===== src/rtl/player_pkg.sv =====
// Shared types and keycode constants for the player-ship controller.
// Holds the life-cycle state encoding and the HID keycodes the ship reacts to.
package player_pkg;

   typedef enum logic [1:0] {
      ALIVE   = 2'd0,
      EXPLODE = 2'd1,
      INVULN  = 2'd2,
      DEAD    = 2'd3
   } player_state_t;

   localparam logic [7:0] KEY_A     = 8'h04;
   localparam logic [7:0] KEY_D     = 8'h07;
   localparam logic [7:0] KEY_LEFT  = 8'h50;
   localparam logic [7:0] KEY_RIGHT = 8'h4F;
   localparam logic [7:0] KEY_SPACE = 8'h2C;

endpackage


===== src/rtl/player_ship_ctrl_if.sv =====
// Bundle between the ship controller and its neighbours (keyboard, collision,
// bullet unit, renderer). master drives keys/hit/fire_ack; slave is the ship.
interface player_ship_ctrl_if #(
   parameter int COORD_W  = 10,
   parameter int NUM_KEYS = 4
);
   logic [NUM_KEYS*8-1:0] keycodes;
   logic                  hit;
   logic                  fire_ack;
   logic [COORD_W-1:0]    player_x;
   logic [COORD_W-1:0]    player_half_w;
   logic                  fire_req;
   logic [2:0]            lives;
   logic                  visible;
   logic                  exploding;
   logic                  game_over;

   modport master (
      output keycodes, hit, fire_ack,
      input  player_x, player_half_w, fire_req,
      input  lives, visible, exploding, game_over
   );

   modport slave (
      input  keycodes, hit, fire_ack,
      output player_x, player_half_w, fire_req,
      output lives, visible, exploding, game_over
   );
endinterface


===== src/rtl/player_ship_ctrl_key_scan.sv =====
// Combinational keycode scanner: left/right/fire are high when any slot
// holds a matching HID code. Ports: keycodes in, left/right/fire out.
module key_scan
   import player_pkg::*;
#(
   parameter int NUM_KEYS = 4
) (
   input  logic [NUM_KEYS*8-1:0] keycodes,
   output logic                  left,
   output logic                  right,
   output logic                  fire
);

   always_comb begin
      logic [7:0] slot;
      left  = 1'b0;
      right = 1'b0;
      fire  = 1'b0;
      slot  = 8'h00;
      for (int k = 0; k < NUM_KEYS; k++) begin
         slot  = keycodes[8*k +: 8];
         left  = left  | (slot == KEY_A) | (slot == KEY_LEFT);
         right = right | (slot == KEY_D) | (slot == KEY_RIGHT);
         fire  = fire  | (slot == KEY_SPACE);
      end
   end

endmodule


===== src/rtl/player_ship_ctrl.sv =====
// Player ship: per-frame motion with wall clamp, rate-limited shot req/ack,
// and the lives FSM. Ports: frame_clk, Reset (async, high), bus (slave).
module player_ship_ctrl
   import player_pkg::*;
#(
   parameter int COORD_W        = 10,
   parameter int NUM_KEYS       = 4,
   parameter int X_MIN          = 0,
   parameter int X_MAX          = 639,
   parameter int X_START        = 320,
   parameter int STEP           = 2,
   parameter int HALF_W         = 13,
   parameter int FIRE_COOLDOWN  = 20,
   parameter int LIVES_INIT     = 3,
   parameter int EXPLODE_FRAMES = 30,
   parameter int INVULN_FRAMES  = 90
) (
   input logic               frame_clk,
   input logic               Reset,
   player_ship_ctrl_if.slave bus
);

   localparam int CD_W = (FIRE_COOLDOWN > 0) ?
      $clog2(FIRE_COOLDOWN + 1) : 1;
   localparam int PH_MAX = (EXPLODE_FRAMES > INVULN_FRAMES) ?
      EXPLODE_FRAMES : INVULN_FRAMES;
   localparam int PH_W = $clog2(PH_MAX + 1);

   // Clamp arithmetic is one bit wider so edges never wrap.
   localparam logic [COORD_W:0] X_LO   = (COORD_W+1)'(X_MIN + HALF_W);
   localparam logic [COORD_W:0] X_HI   = (COORD_W+1)'(X_MAX - HALF_W);
   localparam logic [COORD_W:0] STEP_W = (COORD_W+1)'(STEP);

   localparam logic [COORD_W-1:0] X_RST   = COORD_W'(X_START);
   localparam logic [CD_W-1:0]    CD_LOAD = CD_W'(FIRE_COOLDOWN);
   localparam logic [PH_W-1:0]    EXP_LD  = PH_W'(EXPLODE_FRAMES - 1);
   localparam logic [PH_W-1:0]    INV_LD  = PH_W'(INVULN_FRAMES - 1);
   localparam logic [2:0]         LIV_RST = 3'(LIVES_INIT);

   logic key_left, key_right, key_fire;

   key_scan #(.NUM_KEYS(NUM_KEYS)) u_key_scan (
      .keycodes (bus.keycodes),
      .left     (key_left),
      .right    (key_right),
      .fire     (key_fire)
   );

   player_state_t      state_q, state_d;
   logic [COORD_W-1:0] x_q, x_d;
   logic [2:0]         lives_q, lives_d;
   logic               fire_req_q, fire_req_d;
   logic [CD_W-1:0]    cd_q, cd_d;
   logic [PH_W-1:0]    phase_q, phase_d;
   logic [2:0]         frame_cnt_q, frame_cnt_d;
   logic               fire_prev_q, fire_prev_d;
   logic               visible_q, visible_d;
   logic               exploding_q, exploding_d;
   logic               game_over_q, game_over_d;

   logic [COORD_W-1:0] x_move;
   logic [COORD_W:0]   x_ext, x_sum;
   logic               shot_ok;

   always_comb begin
      x_ext  = {1'b0, x_q};
      x_sum  = x_ext + STEP_W;
      x_move = x_q;
      if (key_left && !key_right) begin
         if (x_ext < X_LO + STEP_W)
            x_move = COORD_W'(X_LO);
         else
            x_move = COORD_W'(x_ext - STEP_W);
      end else if (key_right && !key_left) begin
         if (x_sum > X_HI)
            x_move = COORD_W'(X_HI);
         else
            x_move = COORD_W'(x_sum);
      end
   end

   assign shot_ok = key_fire && !fire_prev_q &&
                    (cd_q == '0) && !fire_req_q;

   always_comb begin
      state_d     = state_q;
      x_d         = x_q;
      lives_d     = lives_q;
      fire_req_d  = fire_req_q;
      phase_d     = phase_q;
      frame_cnt_d = frame_cnt_q + 3'd1;
      fire_prev_d = key_fire;
      cd_d        = (cd_q != '0) ? cd_q - 1'b1 : cd_q;

      if (fire_req_q && bus.fire_ack)
         fire_req_d = 1'b0;

      unique case (state_q)
         ALIVE: begin
            if (bus.hit) begin
               // Hit beats a same-frame shot and kills a pending one.
               state_d    = EXPLODE;
               lives_d    = lives_q - 3'd1;
               phase_d    = EXP_LD;
               fire_req_d = 1'b0;
            end else begin
               x_d = x_move;
               if (shot_ok) begin
                  fire_req_d = 1'b1;
                  cd_d       = CD_LOAD;
               end
            end
         end
         INVULN: begin
            x_d = x_move;
            if (shot_ok) begin
               fire_req_d = 1'b1;
               cd_d       = CD_LOAD;
            end
            if (phase_q == '0)
               state_d = ALIVE;
            else
               phase_d = phase_q - 1'b1;
         end
         EXPLODE: begin
            fire_req_d = 1'b0;
            if (phase_q == '0) begin
               if (lives_q == 3'd0) begin
                  state_d = DEAD;
               end else begin
                  state_d = INVULN;
                  x_d     = X_RST;
                  phase_d = INV_LD;
               end
            end else begin
               phase_d = phase_q - 1'b1;
            end
         end
         DEAD: begin
            fire_req_d = 1'b0;
         end
      endcase

      visible_d   = (state_d == ALIVE) ||
                    ((state_d == INVULN) && frame_cnt_d[2]);
      exploding_d = (state_d == EXPLODE);
      game_over_d = (state_d == DEAD);
   end

   always_ff @(posedge frame_clk or posedge Reset) begin
      if (Reset) begin
         state_q     <= ALIVE;
         x_q         <= X_RST;
         lives_q     <= LIV_RST;
         fire_req_q  <= 1'b0;
         cd_q        <= '0;
         phase_q     <= '0;
         frame_cnt_q <= 3'd0;
         fire_prev_q <= 1'b0;
         visible_q   <= 1'b1;
         exploding_q <= 1'b0;
         game_over_q <= 1'b0;
      end else begin
         state_q     <= state_d;
         x_q         <= x_d;
         lives_q     <= lives_d;
         fire_req_q  <= fire_req_d;
         cd_q        <= cd_d;
         phase_q     <= phase_d;
         frame_cnt_q <= frame_cnt_d;
         fire_prev_q <= fire_prev_d;
         visible_q   <= visible_d;
         exploding_q <= exploding_d;
         game_over_q <= game_over_d;
      end
   end

   assign bus.player_x      = x_q;
   assign bus.player_half_w = COORD_W'(HALF_W);
   assign bus.fire_req      = fire_req_q;
   assign bus.lives         = lives_q;
   assign bus.visible       = visible_q;
   assign bus.exploding     = exploding_q;
   assign bus.game_over     = game_over_q;

endmodule


===== src/flat_wrapper.sv =====
// flat-port wrapper written by rule: the top's interface ports become plain ports
module player_ship_ctrl_flat import player_pkg::*;
#(
   parameter int COORD_W        = 10,
   parameter int NUM_KEYS       = 4,
   parameter int X_MIN          = 0,
   parameter int X_MAX          = 639,
   parameter int X_START        = 320,
   parameter int STEP           = 2,
   parameter int HALF_W         = 13,
   parameter int FIRE_COOLDOWN  = 20,
   parameter int LIVES_INIT     = 3,
   parameter int EXPLODE_FRAMES = 30,
   parameter int INVULN_FRAMES  = 90
)
  (frame_clk, Reset, bus_keycodes, bus_hit, bus_fire_ack, bus_player_x, bus_player_half_w, bus_fire_req, bus_lives, bus_visible, bus_exploding, bus_game_over);
  player_ship_ctrl_if #(.COORD_W(COORD_W), .NUM_KEYS(NUM_KEYS)) bus_i ();
  input logic frame_clk;
  input logic Reset;
  input wire logic [$bits(bus_i.keycodes)-1:0] bus_keycodes;
  input wire logic [$bits(bus_i.hit)-1:0] bus_hit;
  input wire logic [$bits(bus_i.fire_ack)-1:0] bus_fire_ack;
  output wire logic [$bits(bus_i.player_x)-1:0] bus_player_x;
  output wire logic [$bits(bus_i.player_half_w)-1:0] bus_player_half_w;
  output wire logic [$bits(bus_i.fire_req)-1:0] bus_fire_req;
  output wire logic [$bits(bus_i.lives)-1:0] bus_lives;
  output wire logic [$bits(bus_i.visible)-1:0] bus_visible;
  output wire logic [$bits(bus_i.exploding)-1:0] bus_exploding;
  output wire logic [$bits(bus_i.game_over)-1:0] bus_game_over;
  assign bus_i.keycodes = bus_keycodes;
  assign bus_i.hit = bus_hit;
  assign bus_i.fire_ack = bus_fire_ack;
  assign bus_player_x = bus_i.player_x;
  assign bus_player_half_w = bus_i.player_half_w;
  assign bus_fire_req = bus_i.fire_req;
  assign bus_lives = bus_i.lives;
  assign bus_visible = bus_i.visible;
  assign bus_exploding = bus_i.exploding;
  assign bus_game_over = bus_i.game_over;
  player_ship_ctrl #(.COORD_W(COORD_W), .NUM_KEYS(NUM_KEYS), .X_MIN(X_MIN), .X_MAX(X_MAX), .X_START(X_START), .STEP(STEP), .HALF_W(HALF_W), .FIRE_COOLDOWN(FIRE_COOLDOWN), .LIVES_INIT(LIVES_INIT), .EXPLODE_FRAMES(EXPLODE_FRAMES), .INVULN_FRAMES(INVULN_FRAMES)) u_core (.frame_clk(frame_clk), .Reset(Reset), .bus(bus_i));
endmodule

===== config.mk =====
export PLATFORM = sky130hd
export DESIGN_NAME = player_ship_ctrl_flat
export DESIGN_NICKNAME = d
export VERILOG_FILES = /design/src/rtl/player_pkg.sv /design/src/rtl/player_ship_ctrl_if.sv /design/src/rtl/player_ship_ctrl_key_scan.sv /design/src/rtl/player_ship_ctrl.sv /design/src/flat_wrapper.sv
export SDC_FILE = /design/constraint.sdc
export NUM_CORES = 1
export LEC_CHECK = 0
export ABC_AREA = 0
export CAP_MARGIN = 25
export CORE_MARGIN = 8
export CORE_UTILIZATION = 51
export CTS_CLUSTER_SIZE = 30
export DETAILED_ROUTE_END_ITERATION = 6
export PLACE_DENSITY = 0.92
export SLEW_MARGIN = 20
export SYNTH_ARGS = -nofsm -noshare
export SYNTH_HDL_FRONTEND = slang
export SYNTH_HIERARCHICAL = 1
export SYNTH_SLANG_ARGS = --single-unit

===== constraint.sdc =====
create_clock -name frame_clk -period 2.7 [get_ports frame_clk]
set_input_delay 0.27 -clock frame_clk [delete_from_list [all_inputs] [get_ports frame_clk]]
set_output_delay 0.27 -clock frame_clk [all_outputs]
set_load 0.01 [all_outputs]

# Word-level counts from Yosys, hierarchy flattened
# Cells that the tools add are included.
# Widths: inputs -> output; s select.
# word_totals
register_bits	35
inputBits	36
output_inout_bits	27
wordCells	117
# op_classes
n_addsub	6
order_cmp	2
n_eq_ne	32
n_mux	26
n_bitwise	17
reduce_logical	23
# ops
cell	count
$mux 10	7
$eq 8x3->1 const B	8
$eq 8x7->1 const B	8
$eq 8x6->1 const B	4
$pmux 10 s3	1
$mux 7	4
$pmux 7 s3	1
$or 1x1->1	17
$mux 5	3
$add 10x2->11 const B	1
$gt 11x10->1 const B	1
$lt 10x4->1 const B	1
$pmux 5 s2	1
$sub 10x2->10 const B	1
$eq 2x2->1 const B	4
$ne 2x2->1 const B	4
$reduce_and 4->1	2
$logic_and 1x1->1	7
$logic_not 7->1	1
$sub 7x1->7 const B	1
$mux 2	3
$pmux 2 s3	1
$logic_not 5->1	1
$reduce_bool 5->1	1
15 further kinds	23

# Logic depth before layout (Yosys ltp)
# logic_depth
word_depth	14
mapped_depth	12
ltp_nobuf	11

# Hierarchy
# The synthesis kept the hierarchy.
# modules_own_cells
module	n_inst	cells_per_inst	area_per_inst_um2	seq_area_each_um2
player_ship_ctrl	1	276	2388.5	882.1
key_scan	1	49	304.0	0.0

# Least setup slack after synthesis
# Ideal clock, no wire load.
# synth_path
path_type	in2reg
start	in bus_keycodes[1]
end	reg u_core.x_q[4] (netlist: u_core/bus.player_x[4])
arrival_ns	2.520
setup_slack_ns	0.056
cell_stages	11
cell_sequence	or4_1 nor2_1 o21ai_0 nand4_1 ha_1 buf_2 clkinv_1 nor4_1 nor4b_1 o21a_1 a211o_1
# synth_between
elab_chain_len	14
word_cells_on_any_way	26
# synth_rtl
item	line	rtl
start: declaration	flat_wrapper.sv:20	input wire logic [$bits(bus_i.keycodes)-1:0] bus_keycodes;
$eq 8x3->1 / $eq 8x7->1 (equally long branches)	player_ship_ctrl_key_scan.sv:22	left = left | (slot == KEY_A) | (slot == KEY_LEFT);
$or 1x1->1 * (7 in series)	player_ship_ctrl_key_scan.sv:22	
net u_core.key_left	player_ship_ctrl.sv:40	logic key_left, key_right, key_fire;
$logic_not 1->1	player_ship_ctrl.sv:74	end else if (key_right && !key_left) begin
$logic_and 1x1->1	player_ship_ctrl.sv:74	
$mux 10	player_ship_ctrl.sv:74	
$mux 10 *	player_ship_ctrl.sv:69	if (key_left && !key_right) begin
$mux 10	player_ship_ctrl.sv:100	if (bus.hit) begin
$pmux 10 s3 *	player_ship_ctrl.sv:98	unique case (state_q)
end signal: assignment	player_ship_ctrl.sv:153	x_q <= X_RST;
end signal: assignment	player_ship_ctrl.sv:165	x_q <= x_d;
end: declaration	player_ship_ctrl.sv:50	logic [COORD_W-1:0] x_q, x_d;
# Mark *: on every way through the listed nets, which the timed path passes. The rest lies on a longest branch. The select of a mux whose other input is x is not followed.
# A chain may end at the register's enable or synchronous reset.

# Final worst setup path
# layout_path
start	in bus_keycodes[26]
end	reg u_core.x_q[7] (netlist: u_core/bus.player_x[7])
# layout_between
word_cells_on_any_way	16
# layout_rtl
item	line	rtl
$eq 8x3->1	player_ship_ctrl_key_scan.sv:23	right = right | (slot == KEY_D) | (slot == KEY_RIGHT);
$or 1x1->1	player_ship_ctrl_key_scan.sv:23	
$or 1x1->1 *	player_ship_ctrl_key_scan.sv:23	
net u_core.key_right	player_ship_ctrl.sv:40	
$logic_and 1x1->1 / $logic_not 1->1 (equally long branches)	player_ship_ctrl.sv:74, player_ship_ctrl.sv:69	
$mux 10 / $logic_and 1x1->1 (equally long branches)	player_ship_ctrl.sv:74, player_ship_ctrl.sv:69	
$mux 10 *	player_ship_ctrl.sv:69	
$mux 10	player_ship_ctrl.sv:100	
$pmux 10 s3 *	player_ship_ctrl.sv:98	
# Marks and branches as above.

==> qor.txt <==
Drt via density -> 5.95
Initial core utilization -> 52.7%
Main combinational cell family by area after synthesis -> simple AND/OR/NAND/NOR gates
GRT Util Overall -> 20.1%
PortBufs -> 52
Net Switching -> 1.47 mW
Final hold violations -> 0
Inserted Clock Buffers -> 5
I/O pin cnt -> 63
Mapped Avg Cell Area -> 8.28 um^2
Diode count -> 0
Max-slew violation count -> 0
# H-tree levels -> 2
FF+latch count, synth -> 35
Async set-reset flop share out of synthesis -> 100%
Compound-Gate Fraction of Synth Area -> 22.8%
Max-cap violations -> 0
Commonest non-fill, non-tap cell in the layout -> clkdlybuf4s50_1
Power, Total -> 3.41 mW
Min Tclk post-route -> 2.62 ns
Setup CP Type -> in -> reg
Number of fill cells -> 403
Mean routed wirelength per cell -> 16.2 um
Reg power frac -> 29.0%
CP max stage delay -> 0.53 ns
Max FO, Critical Path -> 9
Chip height -> 88.7 um
Total gr overflow -> 0
Seq/Total Area, Yosys -> 32.8%
Post-synth top area share -> 27.9%
Simple-Gate Fraction of Synth Area -> 25.6%
Final WL -> 7680 um
Row count -> 26
PD cells -> 955 mW/mm^2
# DRC -> 0
Crit end category -> flop
Worst Path Required -> 2.88 ns
Fmax -> 381 MHz
Initial antenna violation count -> 0
CP Cell Sequence -> clkdlybuf4s50_1 > nand2b_4 > or4_1 > nand3_1 > inv_1 > ha_1 > nand2b_1 > nand4_1 > buf_4 > or4_1 > o311ai_1
Area grow syn2layout -> 32.8%
Gate power share -> 56.5%
Xor/xnor cell area share of the yosys netlist -> 3.90%
Slew @ Worst Pin -> 0.616 ns
Crit-path slowest cell -> clkdlybuf4s50_1
CTS root buffer -> clkbuf_8
Final Cycle Share -> 97.1%
Startpoint types -> primary input
Pin count of the biggest net entering global routing -> 36
Synth Flop Type -> dfrtp_1
Leakage power -> 1.51 nW
Vias -> 2,814
Number of DRC markers in iteration 0 -> 185
FF/Latch Area -> 882 um^2
Outcome -> finished, final reports clean
Cell mode on critical path -> or4_1
Setup repair bufs after CTS -> 0
CTS Buffer Depth -> 2
Skew-Pair Late Insertion Delay -> 0.29 ns
Clock network power share -> 14.5%
Fin nets -> 450
Leading area contributor after synthesis -> dfrtp_1
Hpwl dp -> 5880 um
Area share of fa/ha/maj cells after synthesis -> 5.58%
Sw Ratio -> 43.1%
Slew HR -> 58.8%
Post-synth EDFFs -> 0
First-pass DRT Iterations -> 4
CORE AREA -> 0.00511 mm^2
Sum Neg Setup Slack -> 0 ns
Final setup viols -> 0
Routability Congestion -> 0.943
Final Skew -> 0.00672 ns
Global-route wire length before repair -> 12,600 um
Yosys cell types -> 60
Proportion of layout cells with a drive suffix above 1 -> 14.9%
Worst hold path type -> in -> async
Main area contributors after synthesis -> dfrtp_1, o21ai_0, ha_1, dfstp_2, inv_1
Clock net sink count -> 35
RSZ-0062 raised after global routing -> no
Synthesized area -> 0.00269 mm^2
Leading cell types in the layout, fill and taps excluded -> clkdlybuf4s50_1, buf_4, o21ai_0
Post-synthesis mux area share -> 0.372%
Area of the multi-input gates -> 0.00162 mm^2
Die W -> 88.7 um
Clk slew on worst S/H paths -> 0.07 ns
Crit path DAT -> 2.80 ns
Vias in the first global route -> 2,765
ANT nets after route -> 0
WHS -> 0.374 ns
Yosys warnings -> 6
Total die area -> 0.00786 mm^2
TritonCTS clock tree -> yes
Post-Route Utilization -> 70.0%
VDD IR max -> 811 uV
Cells after Synth -> 325
Internal power -> 1.94 mW
==> cells by family (layout without fill, tap and decap cells) <==
| logic type | count (synthesis) | after routing |
|---|---|---|
| AO/OA/AOI/OAI | 90 | 90 |
| XOR/XNOR | 12 | 12 |
| adder cells (fa/ha/maj) | 12 | 12 |
| buffers and inverters | 51 | 121 |
| flip-flops | 35 | 35 |
| multiplexers | 1 | 1 |
| other | 2 | 10 |
| AND/OR/NAND/NOR | 122 | 122 |
==> state kept, by name (all words and copies together) (netlist names), 2 cells and up <==
signal / cells
u_core/bus.player_x: 10
u_core/frame_cnt_q: 3
u_core/state_q: 2
u_core/cd_q: 5
u_core/phase_q: 7
u_core/bus.lives: 3
==> area by class of cell <==
type	instances	share of cell area, %
multi-input cells	247	45.3
clock inverters	2	0.980
repair buffers	83	21.1
well taps	70	2.45
clock buffers	6	2.31
flip-flops and latches	35	24.7
inverters	30	3.15
==> worst paths after layout <==
path / start / endpoint / slack (ns) / cells after the start
hold / removal: Reset / u_core/bus.exploding$_DFF_PP0_ / 0.37 / 3
min in group frame_clk: u_core/frame_cnt_q[0]$_DFF_PP0_ / u_core/frame_cnt_q[0]$_DFF_PP0_ / 0.43 / 1
hold reg to reg: u_core/frame_cnt_q[0]$_DFF_PP0_ / u_core/frame_cnt_q[0]$_DFF_PP0_ / 0.43 / 1
setup / recovery: bus_keycodes[26] / u_core/bus.player_x[7]$_DFFE_PP0P_ / 0.08 / 11
setup reg to reg: u_core/phase_q[0]$_DFFE_PP0P_ / u_core/phase_q[2]$_DFFE_PP0P_ / 0.24 / 8
max in group asynchronous: Reset / u_core/bus.lives[1]$_DFFE_PP1P_ / 1.99 / 3
==> per-stage QoR <==
step | worst slack, ns | std cells | area [um^2]
floorplan | 0.0563 | 333 | 2720
global placement | -0.157 | 465 | 3440
detailed placement | -0.315 | 465 | 3440
CTS | 0.0227 | 473 | 3560
global route | 0.00211 | 473 | 3580
finish | 0.0786 | 473 | 3580
==> critical path: cells and delay by family <==
family | cells | cell delay [ns]
and+or+nand+nor | 6 | 1.36
buffers and inverters | 3 | 0.77
adders and majority gates | 1 | 0.28
AOI/OAI and AO/OA | 1 | 0.13
==> Yosys cell counts (6+ instances only) <==
cell type,n
nor2_1,21
a21oi_1,10
nor4_1,8
o21ai_0,31
xnor2_1,8
inv_1,29
or3_1,6
nor3_1,9
buf_4,10
dfrtp_1,30
o22ai_1,6
nand3_1,16
ha_1,12
nand2_1,23
clkbuf_1,6
==> layer usage <==
| metal | up-vias | global-route usage (%) | part of all wire [%] |
|---|---|---|---|
| met2 | 134 | 36.1 | 53 |
| met1 | 1340 | 22.6 | 39 |
| met5 | - | 0 | 0 |
| li1 | 1325 | - | - |
| met4 | 0 | 8.76 | 2.0 |
| met3 | 15 | 3.53 | 6.1 |
==> power groups by stage <==
| stage | sequential (mW) | clock (mW) | combinational [mW] |
|---|---|---|---|
| final | 0.991 | 0.495 | 1.93 |
| after floorplan | 0.945 | 0 | 1.23 |
| after CTS | 0.980 | 0.508 | 1.91 |
| after global routing | 1.02 | 0.526 | 2.14 |
| after detailed placement | 0.987 | 0 | 1.89 |
| after global placement | 0.977 | 0 | 1.81 |
==> what timing repair did <==
item	CTS	global route
gates resized for setup	2	4
gates cloned	0	0
hold buffers	0	0
endpoints found under the setup margin	1	2
Note: power is estimated with default switching activity, not from simulation.
